## config.mk

```make
export PLATFORM = sky130hd
export DESIGN_NAME = uart_rsp_packer_flat
export DESIGN_NICKNAME = d
export VERILOG_FILES = /design/src/rtl/uart_rsp_packer_if.sv /design/src/rtl/uart_rsp_packer.sv /design/src/flat_wrapper.sv
export SDC_FILE = /design/constraint.sdc
export NUM_CORES = 1
export LEC_CHECK = 0
export CAP_MARGIN = 30
export CORE_AREA = 2 2 128 130
export CTS_CLUSTER_DIAMETER = 50
export DETAILED_ROUTE_END_ITERATION = 10
export DIE_AREA = 0 0 130 132
export PLACE_DENSITY = 0.78
export REMOVE_ABC_BUFFERS = 1
export SYNTH_ARGS = -nofsm -noshare
export SYNTH_HDL_FRONTEND = slang
export SYNTH_SLANG_ARGS = --single-unit
```

## constraint.sdc

```tcl
create_clock -name clk -period 5.7 [get_ports clk]
set_input_delay 1.14 -clock clk [delete_from_list [all_inputs] [get_ports clk]]
set_output_delay 1.14 -clock clk [all_outputs]
set_load 0.01 [all_outputs]
```

## src/rtl/uart_rsp_packer_if.sv

```systemverilog
// Handshake and bus bundle for uart_rsp_packer: request fields, status,
// memory read port and UART TX FIFO write port.
interface uart_rsp_packer_if #(
    parameter int unsigned DW = 32
);
    logic          start;
    logic [DW-1:0] cmd_in;
    logic [DW-1:0] addr_in;
    logic [DW-1:0] size_in;
    logic          busy;
    logic          done;
    logic          mem_rd_req;
    logic [DW-1:0] mem_addr;
    logic          mem_rd_valid;
    logic [DW-1:0] mem_rd_data;
    logic          fifo_full;
    logic          fifo_write;
    logic [DW-1:0] fifo_data;

    // Packer side
    modport slave (
        input  start, cmd_in, addr_in, size_in,
        input  mem_rd_valid, mem_rd_data, fifo_full,
        output busy, done, mem_rd_req, mem_addr, fifo_write, fifo_data
    );

    // Requester / memory / FIFO side
    modport master (
        output start, cmd_in, addr_in, size_in,
        output mem_rd_valid, mem_rd_data, fifo_full,
        input  busy, done, mem_rd_req, mem_addr, fifo_write, fifo_data
    );
endinterface

```

## src/rtl/uart_rsp_packer.sv

```systemverilog
// UART read-response packer: frames CMD, SIZE, ADDR and size+1 memory words into the TX FIFO.
// Optional XOR trailer word when UARTRSP_CHECKSUM_EN is defined.
module uart_rsp_packer #(
    parameter int unsigned ADDR_STEP = 1,
    parameter int unsigned DW        = 32
) (
    input  logic             clk,
    input  logic             reset,
    uart_rsp_packer_if.slave bus
);
    localparam int unsigned W = DW;

    typedef enum logic [3:0] {
        IDLE,
        H_CMD,
        H_SIZE,
        H_ADDR,
        RD_REQ,
        RD_WAIT,
        D_PUSH,
`ifdef UARTRSP_CHECKSUM_EN
        C_PUSH,
`endif
        FIN
    } state_t;

    state_t         state_q, state_n;
    logic [W-1:0]   addr_q, addr_n;
    logic [W-1:0]   size_q, size_n;
    logic [W-1:0]   count_q, count_n;
    logic [W-1:0]   data_q, data_n;
    logic           busy_q, busy_n;
    logic           done_q, done_n;
    logic           rd_req_q, rd_req_n;
    logic           push_c;
    logic           fifo_write_c;
`ifdef UARTRSP_CHECKSUM_EN
    logic [W-1:0]   csum_q, csum_n;
`endif

    // State and datapath registers
    always_ff @(posedge clk or negedge reset) begin
        if (!reset) begin
            state_q  <= IDLE;
            addr_q   <= '0;
            size_q   <= '0;
            count_q  <= '0;
            data_q   <= '0;
            busy_q   <= 1'b0;
            done_q   <= 1'b0;
            rd_req_q <= 1'b0;
`ifdef UARTRSP_CHECKSUM_EN
            csum_q   <= '0;
`endif
        end else begin
            state_q  <= state_n;
            addr_q   <= addr_n;
            size_q   <= size_n;
            count_q  <= count_n;
            data_q   <= data_n;
            busy_q   <= busy_n;
            done_q   <= done_n;
            rd_req_q <= rd_req_n;
`ifdef UARTRSP_CHECKSUM_EN
            csum_q   <= csum_n;
`endif
        end
    end

    // Push states present a word; it is accepted on any edge where the FIFO is not full
    always_comb begin
        push_c = 1'b0;
        case (state_q)
            H_CMD, H_SIZE, H_ADDR, D_PUSH: push_c = 1'b1;
`ifdef UARTRSP_CHECKSUM_EN
            C_PUSH:                        push_c = 1'b1;
`endif
            default:                       push_c = 1'b0;
        endcase
        fifo_write_c = push_c & ~bus.fifo_full;
    end

    // Next-state logic; data_q is loaded with the word of the push state being entered
    always_comb begin
        state_n = state_q;
        addr_n  = addr_q;
        size_n  = size_q;
        count_n = count_q;
        data_n  = data_q;
`ifdef UARTRSP_CHECKSUM_EN
        csum_n  = csum_q;
`endif

        case (state_q)
            IDLE: begin
                if (bus.start) begin
                    data_n  = bus.cmd_in;
                    addr_n  = bus.addr_in;
                    size_n  = bus.size_in;
                    count_n = '0;
`ifdef UARTRSP_CHECKSUM_EN
                    csum_n  = '0;
`endif
                    state_n = H_CMD;
                end
            end
            H_CMD: begin
                if (fifo_write_c) begin
                    data_n  = size_q;
                    state_n = H_SIZE;
                end
            end
            H_SIZE: begin
                if (fifo_write_c) begin
                    data_n  = addr_q;
                    state_n = H_ADDR;
                end
            end
            H_ADDR: begin
                if (fifo_write_c) state_n = RD_REQ;
            end
            RD_REQ: begin
                state_n = RD_WAIT;
            end
            RD_WAIT: begin
                if (bus.mem_rd_valid) begin
                    data_n  = bus.mem_rd_data;
                    state_n = D_PUSH;
                end
            end
            D_PUSH: begin
                if (fifo_write_c) begin
                    addr_n = addr_q + W'(ADDR_STEP);
`ifdef UARTRSP_CHECKSUM_EN
                    csum_n = csum_q ^ data_q;
`endif
                    if (count_q == size_q) begin
`ifdef UARTRSP_CHECKSUM_EN
                        data_n  = csum_n;
                        state_n = C_PUSH;
`else
                        state_n = FIN;
`endif
                    end else begin
                        count_n = count_q + W'(1);
                        state_n = RD_REQ;
                    end
                end
            end
`ifdef UARTRSP_CHECKSUM_EN
            C_PUSH: begin
                if (fifo_write_c) state_n = FIN;
            end
`endif
            FIN: begin
                state_n = IDLE;
            end
            default: begin
                state_n = IDLE;
            end
        endcase

        busy_n   = (state_n != IDLE) && (state_n != FIN);
        done_n   = (state_n == FIN);
        rd_req_n = (state_n == RD_REQ);
    end

    assign bus.busy       = busy_q;
    assign bus.done       = done_q;
    assign bus.mem_rd_req = rd_req_q;
    assign bus.mem_addr   = addr_q;
    assign bus.fifo_write = fifo_write_c;
    assign bus.fifo_data  = data_q;

endmodule

```

## src/flat_wrapper.sv

```systemverilog
// flat-port wrapper written by rule: the top's interface ports become plain ports
module uart_rsp_packer_flat 
#(
    parameter int unsigned ADDR_STEP = 1,
    parameter int unsigned DW        = 32
)
  (clk, reset, bus_start, bus_cmd_in, bus_addr_in, bus_size_in, bus_mem_rd_valid, bus_mem_rd_data, bus_fifo_full, bus_busy, bus_done, bus_mem_rd_req, bus_mem_addr, bus_fifo_write, bus_fifo_data);
  uart_rsp_packer_if #(.DW(DW)) bus_i ();
  input  logic clk;
  input  logic reset;
  input wire logic [$bits(bus_i.start)-1:0] bus_start;
  input wire logic [$bits(bus_i.cmd_in)-1:0] bus_cmd_in;
  input wire logic [$bits(bus_i.addr_in)-1:0] bus_addr_in;
  input wire logic [$bits(bus_i.size_in)-1:0] bus_size_in;
  input wire logic [$bits(bus_i.mem_rd_valid)-1:0] bus_mem_rd_valid;
  input wire logic [$bits(bus_i.mem_rd_data)-1:0] bus_mem_rd_data;
  input wire logic [$bits(bus_i.fifo_full)-1:0] bus_fifo_full;
  output wire logic [$bits(bus_i.busy)-1:0] bus_busy;
  output wire logic [$bits(bus_i.done)-1:0] bus_done;
  output wire logic [$bits(bus_i.mem_rd_req)-1:0] bus_mem_rd_req;
  output wire logic [$bits(bus_i.mem_addr)-1:0] bus_mem_addr;
  output wire logic [$bits(bus_i.fifo_write)-1:0] bus_fifo_write;
  output wire logic [$bits(bus_i.fifo_data)-1:0] bus_fifo_data;
  assign bus_i.start = bus_start;
  assign bus_i.cmd_in = bus_cmd_in;
  assign bus_i.addr_in = bus_addr_in;
  assign bus_i.size_in = bus_size_in;
  assign bus_i.mem_rd_valid = bus_mem_rd_valid;
  assign bus_i.mem_rd_data = bus_mem_rd_data;
  assign bus_i.fifo_full = bus_fifo_full;
  assign bus_busy = bus_i.busy;
  assign bus_done = bus_i.done;
  assign bus_mem_rd_req = bus_i.mem_rd_req;
  assign bus_mem_addr = bus_i.mem_addr;
  assign bus_fifo_write = bus_i.fifo_write;
  assign bus_fifo_data = bus_i.fifo_data;
  uart_rsp_packer #(.ADDR_STEP(ADDR_STEP), .DW(DW)) u_core (.clk(clk), .reset(reset), .bus(bus_i));
endmodule
```

==> impl_metrics.env, run 1 <==
export IMPL_result_of_the_run="finished, final reports clean"
export IMPL_antennaDiodeCount=0
export IMPL_reg2reg_to="u_core.count_q[12]"
export IMPL_detailedPlacementHpwl_mm=17.9
export IMPL_worstMarginPinSlew_ns=0.899
export IMPL_worst_setup_path_endpoint="bus_fifo_write"
export IMPL_crit_path_end_kind="output port"
export IMPL_placement_io_buffers=200
export IMPL_grt_setup_unrepaired="no"
export IMPL_postSynthCellCount=879
export IMPL_worstHoldPathCells=2
export IMPL_number_of_different_library_cells_in_the_post_synthesis_netlist=54
export IMPL_post_route_util_pct=65.2
export IMPL_r2r_setup_slack_ns=2.10
export IMPL_pin_count_of_the_biggest_net_entering_global_routing=95
export IMPL_worstPathRequired_ns=4.56
export IMPL_cp_start_kind="primary input"
export IMPL_fin_setup_tns_ns=0
export IMPL_r2r_path_start="u_core.state_q[3]"
export IMPL_dieHeight_um=132
export IMPL_clkSlewWorstSetupHoldPaths_ns=0.06
export IMPL_grt_pass1_wl_mm=40.8
export IMPL_dr_total_vias=7713
export IMPL_syn_mean_instance_area_sq_um=8.48
export IMPL_timing_clock_skew_ns=0.00709
export IMPL_synth_cell_area_sq_um=7460
export IMPL_rows=46
export IMPL_overflow=0
export IMPL_count_of_fill_cells_added_during_filler_insertion=1329
export IMPL_crit_path_arrival_time_ns=2.52
export IMPL_hold_worst_slack_ns=0.546
export IMPL_drt_total_wl_mm=25.9
export IMPL_synth_edff_count=0
export IMPL_worst_ir_drop_vdd_mv=0.240
export IMPL_static_leakage_power_nw=4.15
export IMPL_max_freq_mhz=273
export IMPL_cts_htree_levels=4
export IMPL_tritoncts_clock_tree="done"
export IMPL_cts_buffers_inserted=17
export IMPL_post_route_cell_area_sq_um=10200
export IMPL_synth_yosys_seq_area_share_pct=45.3
export IMPL_cts_root_buf="sky130_fd_sc_hd__clkbuf_16"
export IMPL_final_period_minus_worst_setup_slack_ns=3.66
export IMPL_ant_nets=0
export IMPL_critPathLaunch="bus_fifo_full"
export IMPL_ios=201
export IMPL_gp_routability_congestion=0.892
export IMPL_core_sq_um=15700
export IMPL_cts_hold_buf=0
export IMPL_all_layer_global_routing_usage_pct=30.7
export IMPL_dp_worst_setup_slack_ns=1.71
export IMPL_critical_path_peak_fanout=6
export IMPL_count_of_clock_tree_sinks=135
export IMPL_areaGrowthSynthToFinish_pct=37.4
export IMPL_layoutNonFillerInstCount=1280
export IMPL_timing_max_slew_rel_slack_pct=40.0
export IMPL_drive_above_1_share_pct=6.11
export IMPL_dr_pass1_iters=8
export IMPL_drv_max_cap_violation_count=0
export IMPL_power_share_clock_pct=38.0
export IMPL_worstHoldPathType="reg2reg"
export IMPL_worst_skew_pair_late_latency_ns=0.43
export IMPL_p_int_mw=2.06
export IMPL_cts_post_setup_buffers_inserted=0
export IMPL_die_width_um=130
export IMPL_synth_flop_cell="sky130_fd_sc_hd__dfrtp_1"
export IMPL_die_area_sq_um=17200
export IMPL_layout_nets=1186
export IMPL_synth_top_cells_by_area="sky130_fd_sc_hd__dfrtp_1, sky130_fd_sc_hd__nand2_1, sky130_fd_sc_hd__a21oi_1, sky130_fd_sc_hd__a222oi_1, sky130_fd_sc_hd__a31oi_1"
export IMPL_synth_warning_count=0
export IMPL_combinational_power_share_pct=19.9
export IMPL_synthArstFlopShare_pct=100
export IMPL_antenna_found_initial=0
export IMPL_fin_ws_ns=2.04
export IMPL_worst_r2r_cell_count=8
export IMPL_detail_route_wl_per_cell_um=20.2
export IMPL_detail_route_vias_per_cell=6.03
export IMPL_slew_viol_final=0
export IMPL_synth_largest_type_area_fraction_pct=45.3
export IMPL_finalHoldViolations=0
export IMPL_count_of_state_elements_after_synthesis=135
export IMPL_p_seq_share_pct=42.2
export IMPL_p_switching_uw=849
export IMPL_place_area_sq_um=9640
export IMPL_drc=0
export IMPL_path_class="in2out"
export IMPL_clockBufferDepth=2
export IMPL_numPlacedInstances=1247
export IMPL_initial_utilization_pct=47.5
export IMPL_drt_iter0_drc=774
export IMPL_cts_resized_gates=0
export IMPL_final_period_utilization_pct=64.2
export IMPL_timing_final_setup_violations=0
export IMPL_p_sw_share_pct=29.2
export IMPL_vias_in_the_first_global_route=7574
export IMPL_p_total_mw=2.91
export IMPL_synth_top_area_cell="sky130_fd_sc_hd__dfrtp_1"
export IMPL_powerDensity_nw_per_um2=284
## power by group through the flow
stage | clock (mW) | combinational, mW | sequential (mW)
after floorplan | 0 | 0.214 | 1.21
after global placement | 0 | 0.565 | 1.23
after detailed placement | 0 | 0.574 | 1.24
after CTS | 1.12 | 0.578 | 1.22
after global routing | 1.16 | 0.631 | 1.24
final | 1.10 | 0.577 | 1.23
## placed cells by master, fill, tap and decap left out, types with 5 or more instances in the layout
master,count
sky130_fd_sc_hd__xnor2_1,20
sky130_fd_sc_hd__buf_4,13
sky130_fd_sc_hd__dfrtp_1,135
sky130_fd_sc_hd__or3_1,9
sky130_fd_sc_hd__nand2b_1,15
sky130_fd_sc_hd__clkdlybuf4s50_1,199
sky130_fd_sc_hd__a222oi_1,32
sky130_fd_sc_hd__nand2_1,205
sky130_fd_sc_hd__nor4_1,14
sky130_fd_sc_hd__nor2_1,54
sky130_fd_sc_hd__o22ai_1,17
sky130_fd_sc_hd__xor2_1,12
sky130_fd_sc_hd__nand4_1,19
sky130_fd_sc_hd__a21oi_1,66
sky130_fd_sc_hd__inv_1,5
sky130_fd_sc_hd__or4_1,14
sky130_fd_sc_hd__a31oi_1,34
sky130_fd_sc_hd__o31ai_1,10
sky130_fd_sc_hd__o21ai_0,24
sky130_fd_sc_hd__clkbuf_16,17
sky130_fd_sc_hd__clkinvlp_4,5
sky130_fd_sc_hd__a2bb2oi_1,11
sky130_fd_sc_hd__and3_1,13
sky130_fd_sc_hd__mux2i_1,14
sky130_fd_sc_hd__nor3_1,11
sky130_fd_sc_hd__nand3_1,26
sky130_fd_sc_hd__o211ai_1,5
## cell families (layout without fill, tap and decap cells)
group	after synthesis	in the layout	share of synthesized area, %
AND/OR/NAND/NOR	410	410	25.9
AO/OA/AOI/OAI	216	216	19.1
flip-flops	135	135	45.3
buffers and inverters	69	254	3.67
XOR/XNOR	32	32	3.76
multiplexers	14	14	1.88
adder cells (fa/ha/maj)	2	2	0.336
other	1	1	0.0503
## cell usage after synthesis (9+ instances only)
cell type,n
sky130_fd_sc_hd__a31oi_1,34
sky130_fd_sc_hd__nor4_1,16
sky130_fd_sc_hd__dfrtp_1,135
sky130_fd_sc_hd__o21ai_0,24
sky130_fd_sc_hd__nand2_1,206
sky130_fd_sc_hd__clkbuf_1,44
sky130_fd_sc_hd__and3_1,13
sky130_fd_sc_hd__nand4_1,19
sky130_fd_sc_hd__buf_2,12
sky130_fd_sc_hd__nand3_1,26
sky130_fd_sc_hd__nor2_1,56
sky130_fd_sc_hd__a2bb2oi_1,11
sky130_fd_sc_hd__xor2_1,12
sky130_fd_sc_hd__a222oi_1,32
sky130_fd_sc_hd__or3_1,9
sky130_fd_sc_hd__xnor2_1,20
sky130_fd_sc_hd__a21oi_1,66
sky130_fd_sc_hd__nand2b_1,15
sky130_fd_sc_hd__mux2i_1,14
sky130_fd_sc_hd__nor3_1,13
sky130_fd_sc_hd__or4_1,14
sky130_fd_sc_hd__o31ai_1,10
sky130_fd_sc_hd__o22ai_1,17
## registers in the layout (all words and copies together) (netlist names)
register / flops
u_core.count_q: 32
u_core.state_q: 4
u_core.bus.mem_addr: 32
u_core.bus.fifo_data: 32
u_core.bus.busy: 1
u_core.bus.done: 1
u_core.bus.mem_rd_req: 1
u_core.size_q: 32
## area by class of cell
cell class              instances  area [sq um]  area share [%]
flip-flops and latches        135          3380            33.0
inverters                       7          26.3           0.256
repair buffers                215          2130            20.8
clock inverters                12           126            1.23
multi-input cells             675          3840            37.5
well taps                     216           270            2.64
clock buffers                  20           467            4.55
## worst min path at each step
stage                             start                       end  slack [ns]
2_1_floorplan         u_core.size_q[13]         u_core.size_q[13]        0.49
4_1_cts        u_core.bus.fifo_data[20]  u_core.bus.fifo_data[20]        0.55
3_3_place_gp   u_core.bus.fifo_data[21]  u_core.bus.fifo_data[21]        0.53
5_1_grt        u_core.bus.fifo_data[21]  u_core.bus.fifo_data[21]        0.57
6_report       u_core.bus.fifo_data[20]  u_core.bus.fifo_data[20]        0.55
3_5_place_dp    u_core.bus.mem_addr[12]   u_core.bus.mem_addr[12]        0.54
## layer usage
layer,track usage [%],up-vias,routed length (um),share of wire (%)
met4,13.3,0,805,3.1
li1,-,3558,-,-
met1,39.3,3683,10000,39
met3,8.20,52,3010,12
met2,48.9,420,12000,46
met5,0,-,0,0
## critical path, stage by stage
cell	delay, ns
sky130_fd_sc_hd__clkdlybuf4s50_1	0.49
sky130_fd_sc_hd__a211oi_1	0.29
sky130_fd_sc_hd__clkdlybuf4s50_1	0.60
(Power assumes the default switching activity.)
==> run 2: changes to the inputs <==
CORE_AREA = 2 2 134 136   (was 2 2 128 130)
DIE_AREA = 0 0 136 138   (was 0 0 130 132)
PLACE_DENSITY = 0.74   (was 0.78)
clock period = 3 ns   (was 5.7 ns; I/O delays follow)
==> impl_metrics.env, run 2 (synthesis gave the netlist of run 1 again) <==
export IMPL_drt_iter0_drc=845
export IMPL_drv_max_cap_violation_count=0
export IMPL_slew_viol_final=0
export IMPL_fin_setup_tns_ns=0
export IMPL_timing_clock_skew_ns=0.0114
export IMPL_path_class="reg2out"
export IMPL_finalHoldViolations=0
export IMPL_multiInputGateArea_sq_um=3840
export IMPL_timing_max_slew_rel_slack_pct=55.7
export IMPL_drt_total_wl_mm=26.1
export IMPL_post_route_util_pct=59.3
export IMPL_cts_resized_gates=0
export IMPL_static_leakage_power_nw=4.23
export IMPL_cts_post_setup_buffers_inserted=0
export IMPL_cts_buffers_inserted=17
export IMPL_grt_setup_unrepaired="no"
export IMPL_dr_pass1_iters=6
export IMPL_r2r_setup_slack_ns=0.66
export IMPL_reg2reg_to="u_core.count_q[24]"
export IMPL_worstMarginPinSlew_ns=0.665
export IMPL_detailedPlacementHpwl_mm=18.3
export IMPL_cp_start_kind="register"
export IMPL_final_seq_area_sq_um=3380
export IMPL_worst_setup_path_endpoint="bus_fifo_write"
export IMPL_numPlacedInstances=1274
export IMPL_layoutNonFillerInstCount=1306
export IMPL_cts_root_buf="sky130_fd_sc_hd__clkbuf_16"
export IMPL_count_of_clock_tree_sinks=135
export IMPL_cts_htree_levels=4
export IMPL_final_period_utilization_pct=89.6
export IMPL_die_area_sq_um=18800
export IMPL_hold_worst_slack_ns=0.155
export IMPL_core_sq_um=17500
export IMPL_areaGrowthSynthToFinish_pct=39.5
export IMPL_vias_in_the_first_global_route=7296
export IMPL_antennaDiodeCount=0
export IMPL_timing_final_setup_violations=0
export IMPL_dieHeight_um=138
export IMPL_worst_skew_pair_late_latency_ns=0.43
export IMPL_all_layer_global_routing_usage_pct=27.7
export IMPL_detail_route_wl_per_cell_um=19.9
export IMPL_tritoncts_clock_tree="done"
export IMPL_drive_above_1_share_pct=7.24
export IMPL_r2r_path_start="u_core.state_q[0]"
export IMPL_die_width_um=136
export IMPL_detail_route_vias_per_cell=5.95
export IMPL_fin_ws_ns=0.311
export IMPL_initial_utilization_pct=42.5
export IMPL_worst_ir_drop_vdd_mv=0.414
export IMPL_gp_routability_congestion=0.972
export IMPL_critPathLaunch="u_core.state_q[2]"
export IMPL_worstHoldPathType="in2async"
export IMPL_critical_path_peak_fanout=13
export IMPL_count_of_fill_cells_added_during_filler_insertion=1603
export IMPL_clkSlewWorstSetupHoldPaths_ns=0.06
export IMPL_pin_count_of_the_biggest_net_entering_global_routing=66
export IMPL_result_of_the_run="finished, final reports clean"
export IMPL_grt_pass1_wl_mm=40.2
export IMPL_final_period_minus_worst_setup_slack_ns=2.69
export IMPL_ios=201
export IMPL_p_total_mw=5.65
export IMPL_cts_hold_buf=0
export IMPL_layout_nets=1199
export IMPL_crit_path_arrival_time_ns=2.09
export IMPL_placement_io_buffers=200
export IMPL_clockBufferDepth=2
export IMPL_dr_total_vias=7765
export IMPL_mostFrequentLayoutCell="sky130_fd_sc_hd__nand2_1"
export IMPL_final_cell_mix="sky130_fd_sc_hd__nand2_1, sky130_fd_sc_hd__clkdlybuf4s50_1, sky130_fd_sc_hd__dfrtp_1, sky130_fd_sc_hd__a21oi_1, sky130_fd_sc_hd__nor2_1"
export IMPL_drc=0
export IMPL_crit_path_end_kind="output port"
export IMPL_post_route_cell_area_sq_um=10400
export IMPL_worstPathRequired_ns=2.40
export IMPL_ant_nets=0
export IMPL_place_area_sq_um=9780
export IMPL_dp_worst_setup_slack_ns=0.161
export IMPL_antenna_found_initial=0
export IMPL_max_freq_mhz=372
export IMPL_worst_r2r_cell_count=8
export IMPL_rows=49
export IMPL_overflow=0
export IMPL_powerDensity_nw_per_um2=543
[run 2: how the worst min path moves through the flow]
stage | endpoint
global route | u_core.bus.mem_rd_req
CTS | u_core.bus.busy
finish | u_core.bus.fifo_data[29]
global placement | u_core.size_q[22]
floorplan | u_core.bus.busy
detailed placement | u_core.size_q[22]
[run 2: final cells by class]
type | instances | share of cell area [%]
Inverter | 7 | 0.253
Tap cell | 229 | 2.75
Clock inverter | 11 | 1.41
Multi-Input combinational cell | 675 | 36.9
Clock buffer | 21 | 4.62
Timing Repair Buffer | 228 | 21.6
Sequential cell | 135 | 32.5
[run 2: layer usage]
metal	part of all wire, %	track usage (%)
met1	42	37.9
met5	0	0
met4	3.3	11.3
met2	45	42.7
met3	10	5.98
[run 2: report_power, final]
| group | switching (mW) | internal, mW | total, mW |
|---|---|---|---|
| sequential | 0.292 | 2.03 | 2.32 |
| clock | 0.818 | 1.39 | 2.21 |
| combinational | 0.505 | 0.616 | 1.12 |
| total | 1.61 | 4.03 | 5.65 |
[run 2: worst max-delay path, stage by stage, from the launching register on]
cell and delay [ns]:
sky130_fd_sc_hd__dfrtp_1 0.42, sky130_fd_sc_hd__buf_4 0.19, sky130_fd_sc_hd__nand2b_1 0.16, sky130_fd_sc_hd__a211oi_1 0.28, sky130_fd_sc_hd__clkdlybuf4s50_1 0.61
